<file path="config.mk">
export PLATFORM = sky130hd
export DESIGN_NAME = trid_burst_drain
export DESIGN_NICKNAME = d
export VERILOG_FILES = /design/src/rtl/trid_burst_drain.sv
export SDC_FILE = /design/constraint.sdc
export NUM_CORES = 1
export LEC_CHECK = 0
export ABC_AREA = 1
export BUFFER_PORTS_ARGS = -buffer_cell sky130_fd_sc_hd__buf_2
export CAP_MARGIN = 20
export CORE_AREA = 2 2 444 446
export DETAILED_ROUTE_END_ITERATION = 16
export DIE_AREA = 0 0 446 448
export PLACE_DENSITY_LB_ADDON = 0.2
export SLEW_MARGIN = 10
export SYNTH_ARGS = -nofsm -noshare
export SYNTH_HDL_FRONTEND = slang
export SYNTH_SLANG_ARGS = --single-unit
</file>
<file path="constraint.sdc">
create_clock -name i_clk -period 2.3 [get_ports i_clk]
set_input_delay 0.345 -clock i_clk [delete_from_list [all_inputs] [get_ports i_clk]]
set_output_delay 0.345 -clock i_clk [all_outputs]
set_load 0.02 [all_outputs]
</file>
<file path="src/rtl/trid_burst_drain.sv">
// -----------------------------------------------------------------------------
// trid_burst_drain
//
// Burst drain stage placed after the 16-entry transaction-ID priority encoder.
// When any slot has a head beat available, the encoder's selected slot is
// latched as the grant. That slot's response burst is then streamed, beat by
// beat, onto one valid/ready output. Each accepted beat pops the slot's
// response buffer. The grant is only released after the last beat, so bursts
// from different IDs never interleave. A burst that reaches MAX_BEATS without
// a natural last beat is cut off, and a sticky error flag is raised.
//
// Ports:
//   i_clk        clock
//   i_rstn       asynchronous active-low reset
//   i_ready      per-slot head beat available, MSB-first (bit TRIDNUM-1-s = slot s)
//   i_sel        encoder choice: highest-priority ready slot (slot 0 highest)
//   i_data       head beat of slot s at i_data[s*DATA_W +: DATA_W]
//   i_last       i_last[s]: slot s's head beat ends its burst
//   o_pop        one-hot pop of the granted slot's head beat (LSB-first)
//   o_valid      output beat valid
//   i_out_ready  downstream accepts the beat
//   o_data       output beat
//   o_tid        slot ID of the current beat
//   o_last       final beat of the burst (natural or forced)
//   o_busy       grant held
//   o_err        sticky: a burst was force-terminated at MAX_BEATS
// -----------------------------------------------------------------------------
module trid_burst_drain #(
   parameter int TRIDNUM   = 16,
   parameter int TRIDBIT   = 4,
   parameter int DATA_W    = 64,
   parameter int MAX_BEATS = 256
) (
   input  logic                      i_clk,
   input  logic                      i_rstn,
   input  logic [TRIDNUM-1:0]        i_ready,
   input  logic [TRIDBIT-1:0]        i_sel,
   input  logic [TRIDNUM*DATA_W-1:0] i_data,
   input  logic [TRIDNUM-1:0]        i_last,
   output logic [TRIDNUM-1:0]        o_pop,
   output logic                      o_valid,
   input  logic                      i_out_ready,
   output logic [DATA_W-1:0]         o_data,
   output logic [TRIDBIT-1:0]        o_tid,
   output logic                      o_last,
   output logic                      o_busy,
   output logic                      o_err
);

   localparam int CNT_W = (MAX_BEATS > 1) ? $clog2(MAX_BEATS) : 1;
   localparam logic [CNT_W-1:0] CNT_LAST = CNT_W'(MAX_BEATS - 1);
   localparam logic [CNT_W-1:0] CNT_ONE  = CNT_W'(1);

   typedef enum logic {
      IDLE  = 1'b0,
      BURST = 1'b1
   } state_t;

   state_t             state;
   logic [TRIDBIT-1:0] grant;
   logic [CNT_W-1:0]   count;
   logic               err;

   // Per-slot views of the packed inputs. i_ready arrives MSB-first, so it is
   // flipped here once; everything downstream indexes slots LSB-first.
   logic [TRIDNUM-1:0] ready_slot;
   logic [DATA_W-1:0]  data_slot [TRIDNUM];

   always_comb begin
      for (int s = 0; s < TRIDNUM; s++) begin
         ready_slot[s] = i_ready[TRIDNUM-1-s];
         data_slot[s]  = i_data[s*DATA_W +: DATA_W];
      end
   end

   logic in_burst;
   logic cap_hit;
   logic last_beat;
   logic fire;

   assign in_burst  = (state == BURST);
   assign cap_hit   = (count == CNT_LAST);
   assign last_beat = i_last[grant] | cap_hit;

   // The beat is driven straight from the granted slot's head. It stays stable
   // under a downstream stall because the head is only replaced by a pop.
   assign o_valid = in_burst & ready_slot[grant];
   assign fire    = o_valid & i_out_ready;
   assign o_data  = in_burst ? data_slot[grant] : '0;
   assign o_tid   = in_burst ? grant : '0;
   assign o_last  = in_burst & last_beat;
   assign o_busy  = in_burst;
   assign o_err   = err;

   // NOTE: o_pop gets a full default before the conditional bit set, so every
   // path assigns it and no latch is inferred.
   always_comb begin
      o_pop = '0;
      if (fire) o_pop[grant] = 1'b1;
   end

   // NOTE: all state below is updated with non-blocking assignments so that
   // every branch sees the pre-edge values of state, grant and count.
   always_ff @(posedge i_clk or negedge i_rstn) begin
      if (!i_rstn) begin
         state <= IDLE;
         grant <= '0;
         count <= '0;
         err   <= 1'b0;
      end else begin
         case (state)
            IDLE: begin
               // i_sel is only meaningful while some slot is ready.
               if (|i_ready) begin
                  grant <= i_sel;
                  count <= '0;
                  state <= BURST;
               end
            end
            BURST: begin
               // Ready slots other than the grant are ignored until the burst
               // ends. If the granted slot goes empty, the grant is held.
               if (fire) begin
                  count <= count + CNT_ONE;
                  if (last_beat) state <= IDLE;
                  if (cap_hit && !i_last[grant]) err <= 1'b1;
               end
            end
            default: state <= IDLE;
         endcase
      end
   end

endmodule

</file>
==> metrics, run 1 <==
status complete, but fails checks; failing checks negative setup slack; first-pass GRT wire length 176000 um; commonest non-fill, non-tap cell in the layout buf_2; synthesized netlist cell count 1392; Hold Vio Cnt, Final 0; synthesis-to-layout area growth 166%; Gate power share 97.5%; Ys Warns 0; total track usage 13.3%; CP cell instances buf_12, nand2_8, clkinv_16, buf_16, a22oi_1, a21oi_2, buf_4, or2_4, nor2_1, buf_4, nor2_1, buf_4; antenna-violating nets left 0; Hold WC Path Type primary input to asynchronous set/reset pin; Die X-Extent 446 um; Yosys reg bits 14; clock slew at reported path FFs 0.06 ns; vias in the first global route 18002; initial DRC count 1498; hold bufs inserted after CTS 0; full die area 200000 sq um; worst-margin pin slew 0.628 ns; DP Worst Slack -1.05 ns; min Tclk post-route 2.94 ns; Initial Util 4.41%; antenna violations before repair 124; largest net degree at the start of global routing 38; Flop pwr share 1.2%; Power Density 1310 nW/um^2; Post-Route WL 149000 um; # IOs 1151; Clk pwr share 1.3%; Inserted Clock Buffers 3; Skew-Pair Late Insertion Delay 0.25 ns; Die Ht 448 um; Netlist cell types 31; number of max-cap violations 0; Critical path origin grant[0]$_DFFE_PN0P_; Final Setup Violations 81; Post-Syn Nets 2456; Core ar. 195000 sq um; Port Buf Inserts 1150; clock root buffer clkbuf_16; sequential fraction of the synthesis area 4.09%; WL/cell 28.1 um; worst r2r src grant[0]$_DFFE_PN0P_; vias 18149; Worst Path Arrival 2.59 ns; Tcrit/Tclk final 128%; sw power 17.0 mW; P_leak 9.81 nW; post-DP HPWL 128000 um; Final Core Density 11.7%; R2R Setup Slk 0.08 ns; most used cell, CP buf_4; Slew headroom 58.1%; unrepaired setup endpoints after global routing yes; Layout Nets 3799; most frequent cells in the layout buf_2 (1079), a22oi_1 (371), buf_4 (246); CP max stage cell dfrtp_1; CTS tree built; Max Slew Vio Count 0; Non-Filler Instances 5306; clk buf depth 2; Max FO, Critical Path 19; CTS sink count 14; PnR Total Power 29.8 mW; Critical Setup Path Class flop to output pin; Buffers & Inverters on Critical Path 6; Post-Place Cells 5221; synthesized cell area 8570 sq um; startpoint type of the worst setup path flop; setup ws final -0.636 ns; Clock Skews 0.00746 ns; Peak VDD IR 0.425 mV; cell row count 162; cell family with most CP delay buffers and inverters; layout cells sized above 1 67.7%; Sw Ratio 56.9%; Vias per Instance 3.42; global route overflow 0; Max Freq 341 MHz; 1st-pass router iterations 5; DRC viols 0; Avg Inst Size Synth 6.16 sq um; Critical Path End Type output pin; max incr delay on CP 0.39 ns; gpl congestion 0.906; Cell Int Power 12.9 mW; CP required 1.96 ns; H-tree Lvls 1
-- repair_timing --
action                                  CTS  global route
buffers inserted                          9            36
resized for setup                       260           316
endpoints found under the setup margin   84            85
pin swaps                                41            96
endpoints found under the hold margin     0             0
gates cloned                              3            12
-- per-layer routing --
layer	global-route usage, %	wire length, um	vias up
met5	0	276	-
met4	2.14	3330	44
met3	3.31	11900	228
met2	24.3	75800	1006
met1	15.8	57600	8780
li1	-	-	8091
-- power groups by stage --
stage	Combinational [mW]	Sequential, mW	Clock, mW
2_1_floorplan	10.0	0.356	0
3_3_place_gp	24.3	0.371	0
3_5_place_dp	24.2	0.371	0
4_1_cts	26.4	0.369	0.397
5_1_grt	31.0	0.380	0.407
6_report	29.1	0.369	0.379
-- sequential cells by signal (all words and copies together) (netlist names) --
register  flops
o_err         1
o_busy        1
grant         4
count         8
-- kinds of logic after synthesis --
| family | Yosys count | synth area share (%) |
|---|---|---|
| AO/OA/AOI/OAI | 775 | 60.3 |
| adder cells (fa/ha/maj) | 1 | 0.146 |
| flip-flops | 14 | 4.09 |
| XOR/XNOR | 5 | 0.511 |
| buffers and inverters | 178 | 10.5 |
| AND/OR/NAND/NOR | 419 | 24.5 |
-- area by class of cell --
| class | instances | area [sq um] |
|---|---|---|
| multi-input combinational | 1200 | 8830 |
| antenna | 30 | 75.1 |
| fill | 22860 | 172000 |
| inverter | 21 | 130 |
| timing repair buffer | 1495 | 10200 |
| clock buffer | 4 | 88.8 |
| sequential | 14 | 350 |
| tap | 2542 | 3180 |
-- metrics by stage --
| stage | instance area, sq um | setup TNS [ns] | hold WS, ns |
|---|---|---|---|
| after floorplan | 8570 | 0 | 0.0494 |
| after global placement | 19700 | -30.73 | 0.332 |
| after detailed placement | 19700 | -30.44 | 0.327 |
| after CTS | 20900 | -40.17 | 0.0534 |
| after global routing | 22800 | -46.14 | 0.0601 |
| final | 22800 | -36.31 | 0.0277 |
-- worst paths after layout --
kind	to	cells after the start
worst min-delay path	count[1]$_DFFE_PN0P_	1
worst min register to register	o_err$_DFFE_PN0P_	1
worst max register to register	o_busy$_DFF_PN0_	16
worst max-delay path	o_data[6]	12
max in group asynchronous	count[2]$_DFFE_PN0P_	1
min in group i_clk	grant[2]$_DFFE_PN0P_	3
-- synth_stat cells (all sizes together) --
library cell,number,area [sq um]
nor3b,1,7.51
dfrtp,14,350
a22oi,512,3840
o21bai,1,11.3
ha,1,12.5
buf,135,729
o21ai,1,5.00
xor2,3,26.3
xnor2,2,17.5
nand3,16,92.6
nand4,4,25.0
nor2,153,606
inv,21,83.8
nand2,97,383
or2,128,801
clkbuf,22,83.8
nor4,2,12.5
a21oi,261,1310
nor3,18,175
Power figures use the tool's default switching activity.
==> run 2: changes to the inputs <==
--- a/config.mk
+++ b/config.mk
@@ -9,9 +9,9 @@
 export BUFFER_PORTS_ARGS = -buffer_cell sky130_fd_sc_hd__buf_2
 export CAP_MARGIN = 20
 export CORE_AREA = 2 2 444 446
+export CTS_CLUSTER_DIAMETER = 50
 export DETAILED_ROUTE_END_ITERATION = 16
 export DIE_AREA = 0 0 446 448
-export PLACE_DENSITY_LB_ADDON = 0.2
 export SLEW_MARGIN = 10
 export SYNTH_ARGS = -nofsm -noshare
 export SYNTH_HDL_FRONTEND = slang
==> metrics, run 2 (synthesis results as in run 1) <==
status complete, but fails checks; failing checks negative setup slack; startpoint type of the worst setup path flop; DRC viols 0 (unchanged); Worst Path Arrival 2.60 ns (about the same); Critical Setup Path Class flop to output pin; fill count 22714 (-0.64%); Die Ht 448 um (unchanged); antenna-violating nets left 0 (unchanged); Core ar. 195000 sq um (unchanged); Max Freq 340 MHz (-0.19%); min Tclk post-route 2.94 ns (+0.00574 ns); Largest register FFs 8 (unchanged); worst-margin pin slew 0.485 ns (-0.143 ns); antenna violations before repair 266 (+110%); Hold WC Path Type primary input to asynchronous set/reset pin; Die X-Extent 446 um (unchanged); Max Slew Vio Count 0 (unchanged); full die area 200000 sq um (unchanged); gpl congestion 0.973 (+7.4%); Vias per Instance 3.71 (+8.6%); Tcrit/Tclk final 128% (+0.25 points); P_leak 10.3 nW (+5.1%); clock slew at reported path FFs 0.05 ns (about the same); Hold Vio Cnt, Final 0 (unchanged); Clock Skews 0.00302 ns (-0.00445 ns); largest net degree at the start of global routing 43 (+13%); CTS tree built; Post-Route WL 184000 um (+24%); layout cells sized above 1 72.0% (+4.3 points); WL/cell 33.7 um (+20%); vias 20312 (+12%); Slew headroom 67.7% (+9.6 points); Skew-Pair Late Insertion Delay 0.25 ns (about the same); H-tree Lvls 1 (unchanged); # IOs 1151 (unchanged); Top reg by flops count; cell row count 162 (unchanged); Critical path origin grant[1]$_DFFE_PN0P_; Multi-input gate area 9320 sq um (+5.5%); vias in the first global route 18419 (+2.3%); global route overflow 0 (unchanged); number of max-cap violations 0 (unchanged); CP required 1.96 ns (about the same); most frequent cells in the layout buf_2 (1069), a22oi_1 (322), buf_4 (264); clk buf depth 2 (unchanged); initial DRC count 2318 (+55%); Fin Hold WS 0.0155 ns (-0.0122 ns); total negative slack -35.74 ns (+0.574 ns); Final Setup Violations 82 (+1.2%); Inserted Clock Buffers 3 (unchanged); Max FO, Critical Path 14 (-5); clock root buffer clkbuf_16; FF/Latch Area 352 sq um (+0.36%); R2R depth 16 (unchanged); Port Buf Inserts 1150 (unchanged); 1st-pass router iterations 6 (+1); Top Registers count: 8 flops, grant: 4 flops; worst r2r src grant[1]$_DFFE_PN0P_; CTS sink count 14 (unchanged); last element of the critical path o_data[11]; first-pass GRT wire length 217000 um (+23%); Layout Nets 3862 (+1.7%); post-DP HPWL 161000 um (+26%); setup ws final -0.641 ns (-0.00574 ns); commonest non-fill, non-tap cell in the layout buf_2; Initial Util 4.41% (unchanged); synthesis-to-layout area growth 188%; worst reg2reg path endpoint o_busy$_DFF_PN0_; R2R Setup Slk -0.03 ns (-0.11 ns); Critical Path End Type output pin; Peak VDD IR 0.572 mV (+34%); Power Density 1400 nW/um^2 (+7.4%); hold bufs inserted after CTS 0 (unchanged); unrepaired setup endpoints after global routing yes; DP Worst Slack -0.851 ns (+0.194 ns); total track usage 17.2% (+3.9 points)
run 2: worst max-delay path: stages, from the launching register on:
cell	delay [ns]
dfrtp_1	0.38
buf_6	0.14
inv_6	0.04
nor2_8	0.15
buf_6	0.13
buf_16	0.17
buf_16	0.18
buf_6	0.17
a22oi_1	0.09
a21oi_2	0.34
or2_1	0.16
nor2_1	0.05
nor2_2	0.15
buf_12	0.16
run 2: repair_timing:
action | 4_1_cts | 5_1_grt
gates cloned | 23 | 6
setup buffers | 50 | 19
gates resized for setup | 492 | 213
pin swaps | 127 | 111
endpoints found under the setup margin | 81 | 82
hold endpoints to repair | 0 | 0
run 2: cell type report:
type                    count  share of cell area [%]
diodes                    131                    1.33
clock buffers               3                   0.304
inverters                  21                   0.496
multi-input cells        1200                    37.7
flip-flops and latches     14                    1.42
well taps                2542                    12.9
repair buffers           1558                    45.8
run 2: where the power goes:
| group | switching [mW] | leakage (nW) | internal [mW] |
|---|---|---|---|
| combinational | 19.5 | 10.1 | 14.4 |
| sequential | 0.0624 | 0.175 | 0.312 |
| clock | 0.108 | 0.0378 | 0.228 |
run 2: per-stage QoR:
stage          std cells  total power [mW]  util, %  instance area (sq um)
2_1_floorplan       1392              10.4        -                   8570
3_3_place_gp        5263              27.5     10.5                  20400
3_5_place_dp        5263              27.4     10.5                  20400
4_1_cts             5326              33.0     12.0                  23400
5_1_grt             5443              35.8     12.7                  24600
6_report            5469              34.7     12.7                  24700
run 2: worst min path at each step:
stage / startpoint / to / cells after the start
2_1_floorplan: i_rstn / count[0]$_DFFE_PN0P_ / 0
3_3_place_gp: i_rstn / count[0]$_DFFE_PN0P_ / 1
3_5_place_dp: i_rstn / count[0]$_DFFE_PN0P_ / 1
4_1_cts: i_rstn / count[0]$_DFFE_PN0P_ / 1
5_1_grt: i_rstn / count[0]$_DFFE_PN0P_ / 1
6_report: i_rstn / count[0]$_DFFE_PN0P_ / 1
run 2: per-layer routing:
layer	up-vias	routed length, um	share of wire, %	global-route usage, %
met2	1660	88600	48	29.3
li1	8340	-	-	-
met5	-	839	0.46	0
met4	134	9970	5.4	7.82
met3	547	21100	11	7.09
met1	9631	63700	35	18.5
==> run 3: changes to the inputs <==
--- a/config.mk
+++ b/config.mk
@@ -12,6 +12,7 @@
 export CTS_CLUSTER_DIAMETER = 50
 export DETAILED_ROUTE_END_ITERATION = 16
 export DIE_AREA = 0 0 446 448
+export HOLD_SLACK_MARGIN = 0.08
 export SLEW_MARGIN = 10
 export SYNTH_ARGS = -nofsm -noshare
 export SYNTH_HDL_FRONTEND = slang
==> metrics, run 3 (synthesis results as in run 1) <==
post-route cell area 24700 sq um (unchanged); Power Density 1400 nW/um^2 (-0.16%); CTS tree built; Max Freq 340 MHz (about the same); Sw Ratio 56.8% (-0.070 points); R2R depth 16 (unchanged); Initial Util 4.41% (unchanged); Max Slew Vio Count 0 (unchanged); Final Setup Violations 82 (unchanged); status complete, but fails checks; unrepaired setup endpoints after global routing yes; R2R Setup Slk -0.02 ns (about the same); Core ar. 195000 sq um (unchanged); CTS sink count 14 (unchanged); full die area 200000 sq um (unchanged); total track usage 17.2% (unchanged); synthesis-to-layout area growth 188% (unchanged); vias in the first global route 18425 (+0.033%); Final Core Density 12.7% (unchanged); Peak VDD IR 0.572 mV (about the same); Top Registers count: 8 flops, grant: 4 flops; Cell Int Power 15.0 mW (about the same); min Tclk post-route 2.94 ns (-0.000887 ns); layout cells sized above 1 72.0% (about the same); Hold WC Path Type primary input to flop; Largest register FFs 8 (unchanged); Layout Nets 3863 (+0.026%); Die Ht 448 um (unchanged); CP required 1.96 ns (about the same); worst-margin pin slew 0.471 ns (-0.0133 ns); Post-Place Cells 5263 (unchanged); initial DRC count 2242 (-3.3%); first-pass GRT wire length 217000 um (about the same); clock root buffer clkbuf_16; Critical Setup Path Class flop to output pin; cell row count 162 (unchanged); Clock Skews 0.00315 ns (+0.000130 ns); failing checks negative setup slack; largest net degree at the start of global routing 43 (unchanged); met2 usage 29.3% (unchanged); Post-Route WL 184000 um (about the same); DRC viols 0 (unchanged); gpl congestion 0.973 (unchanged); setup ws final -0.640 ns (+0.000887 ns); Worst Path Arrival 2.60 ns (about the same); hold path depth 3; # IOs 1151 (unchanged); global route overflow 0 (unchanged); met1 Use GR 18.5% (unchanged); Critical Path End Type output pin; Tcrit/Tclk final 128% (about the same); Max FO, Critical Path 7 (-7); WL/cell 33.7 um (about the same); clk buf depth 2 (unchanged); clock slew at reported path FFs 0.05 ns (about the same); Post-DP Area 20400 sq um (unchanged); commonest non-fill, non-tap cell in the layout buf_2; Hold Vio Cnt, Final 0 (unchanged); startpoint type of the worst setup path flop; Top reg by flops count; antenna violations before repair 266 (unchanged); H-tree Lvls 1 (unchanged); Non-Filler Instances 5466 (-0.055%); post-DP HPWL 161000 um (unchanged); Gate power share 97.9% (about the same); Vias per Instance 3.72 (+0.21%); Die X-Extent 446 um (unchanged); Flop pwr share 1.1% (about the same); fill count 22709 (-0.022%); Port Buf Inserts 1150 (unchanged); vias 20344 (+0.16%); number of max-cap violations 0 (unchanged); Skew-Pair Late Insertion Delay 0.25 ns (about the same); P_leak 10.3 nW (about the same); PnR Total Power 34.6 mW (-0.16%); antenna-violating nets left 0 (unchanged); 1st-pass router iterations 6 (unchanged); Slew headroom 68.6% (+0.89 points); sw power 19.7 mW (-0.29%); Inserted Clock Buffers 3 (unchanged); GRT busiest layer met2; most frequent cells in the layout buf_2 (1069), a22oi_1 (322), buf_4 (264); Clk pwr share 1.0% (about the same); GR Util met3 7.09% (unchanged)
## run 3: through the flow
| step | TNS, ns | setup slack (ns) | hold WS (ns) |
|---|---|---|---|
| 4_1_cts | -36.03 | -0.639 | 0.342 |
| 2_1_floorplan | 0 | 0.286 | 0.0494 |
| 3_3_place_gp | -27.05 | -0.897 | 0.309 |
| 5_1_grt | -42.98 | -0.701 | 0.371 |
| 6_report | -35.44 | -0.640 | 0.346 |
| 3_5_place_dp | -27.48 | -0.851 | 0.298 |
## run 3: path summary, 6_finish.rpt
kind,from,endpoint
worst min-delay path,i_sel[3],grant[3]$_DFFE_PN0P_
worst min register to register,o_err$_DFFE_PN0P_,o_err$_DFFE_PN0P_
worst max-delay path,grant[0]$_DFFE_PN0P_,o_data[56]
worst max register to register,grant[1]$_DFFE_PN0P_,o_busy$_DFF_PN0_
max in group asynchronous,i_rstn,grant[2]$_DFFE_PN0P_
min in group asynchronous,i_rstn,count[0]$_DFFE_PN0P_
## run 3: worst max-delay path, stage by stage (launching register included)
cell and delay, ns:
dfrtp_1 0.36, buf_12 0.15, nor2_4 0.06, buf_6 0.12, buf_16 0.15, buf_12 0.17, buf_6 0.11, a22oi_2 0.34
a21oi_2 0.13, or2_4 0.28, nor2_4 0.21, nor2_4 0.06, buf_12 0.15
## run 3: layout make-up
class / count / area (sq um) / area share [%]
tap: 2542 / 3180 / 12.9
multi-input combinational: 1200 / 9320 / 37.7
sequential: 14 / 352 / 1.42
timing repair buffer: 1559 / 11300 / 45.9
antenna: 127 / 318 / 1.29
inverter: 21 / 123 / 0.496
clock buffer: 3 / 75.1 / 0.304
## run 3: power by group through the flow
| stage | clock (mW) | combinational, mW | sequential [mW] |
|---|---|---|---|
| floorplan | 0 | 10.0 | 0.356 |
| global placement | 0 | 27.1 | 0.379 |
| detailed placement | 0 | 27.0 | 0.377 |
| CTS | 0.352 | 32.3 | 0.376 |
| global route | 0.366 | 35.1 | 0.388 |
| finish | 0.337 | 33.9 | 0.375 |
## run 3: what timing repair did
action	in CTS	in global routing
pin swaps	127	111
buffers inserted	50	19
cloned	23	6
setup endpoints to repair	81	82
hold buffers	1	0
endpoints found under the hold margin	14	0
gates resized for setup	492	213
## run 3: routing by layer
metal / up-vias / part of all wire, %
met5: - / 0.46
met4: 136 / 5.4
met3: 543 / 12
met2: 1663 / 48
met1: 9668 / 34
li1: 8334 / -
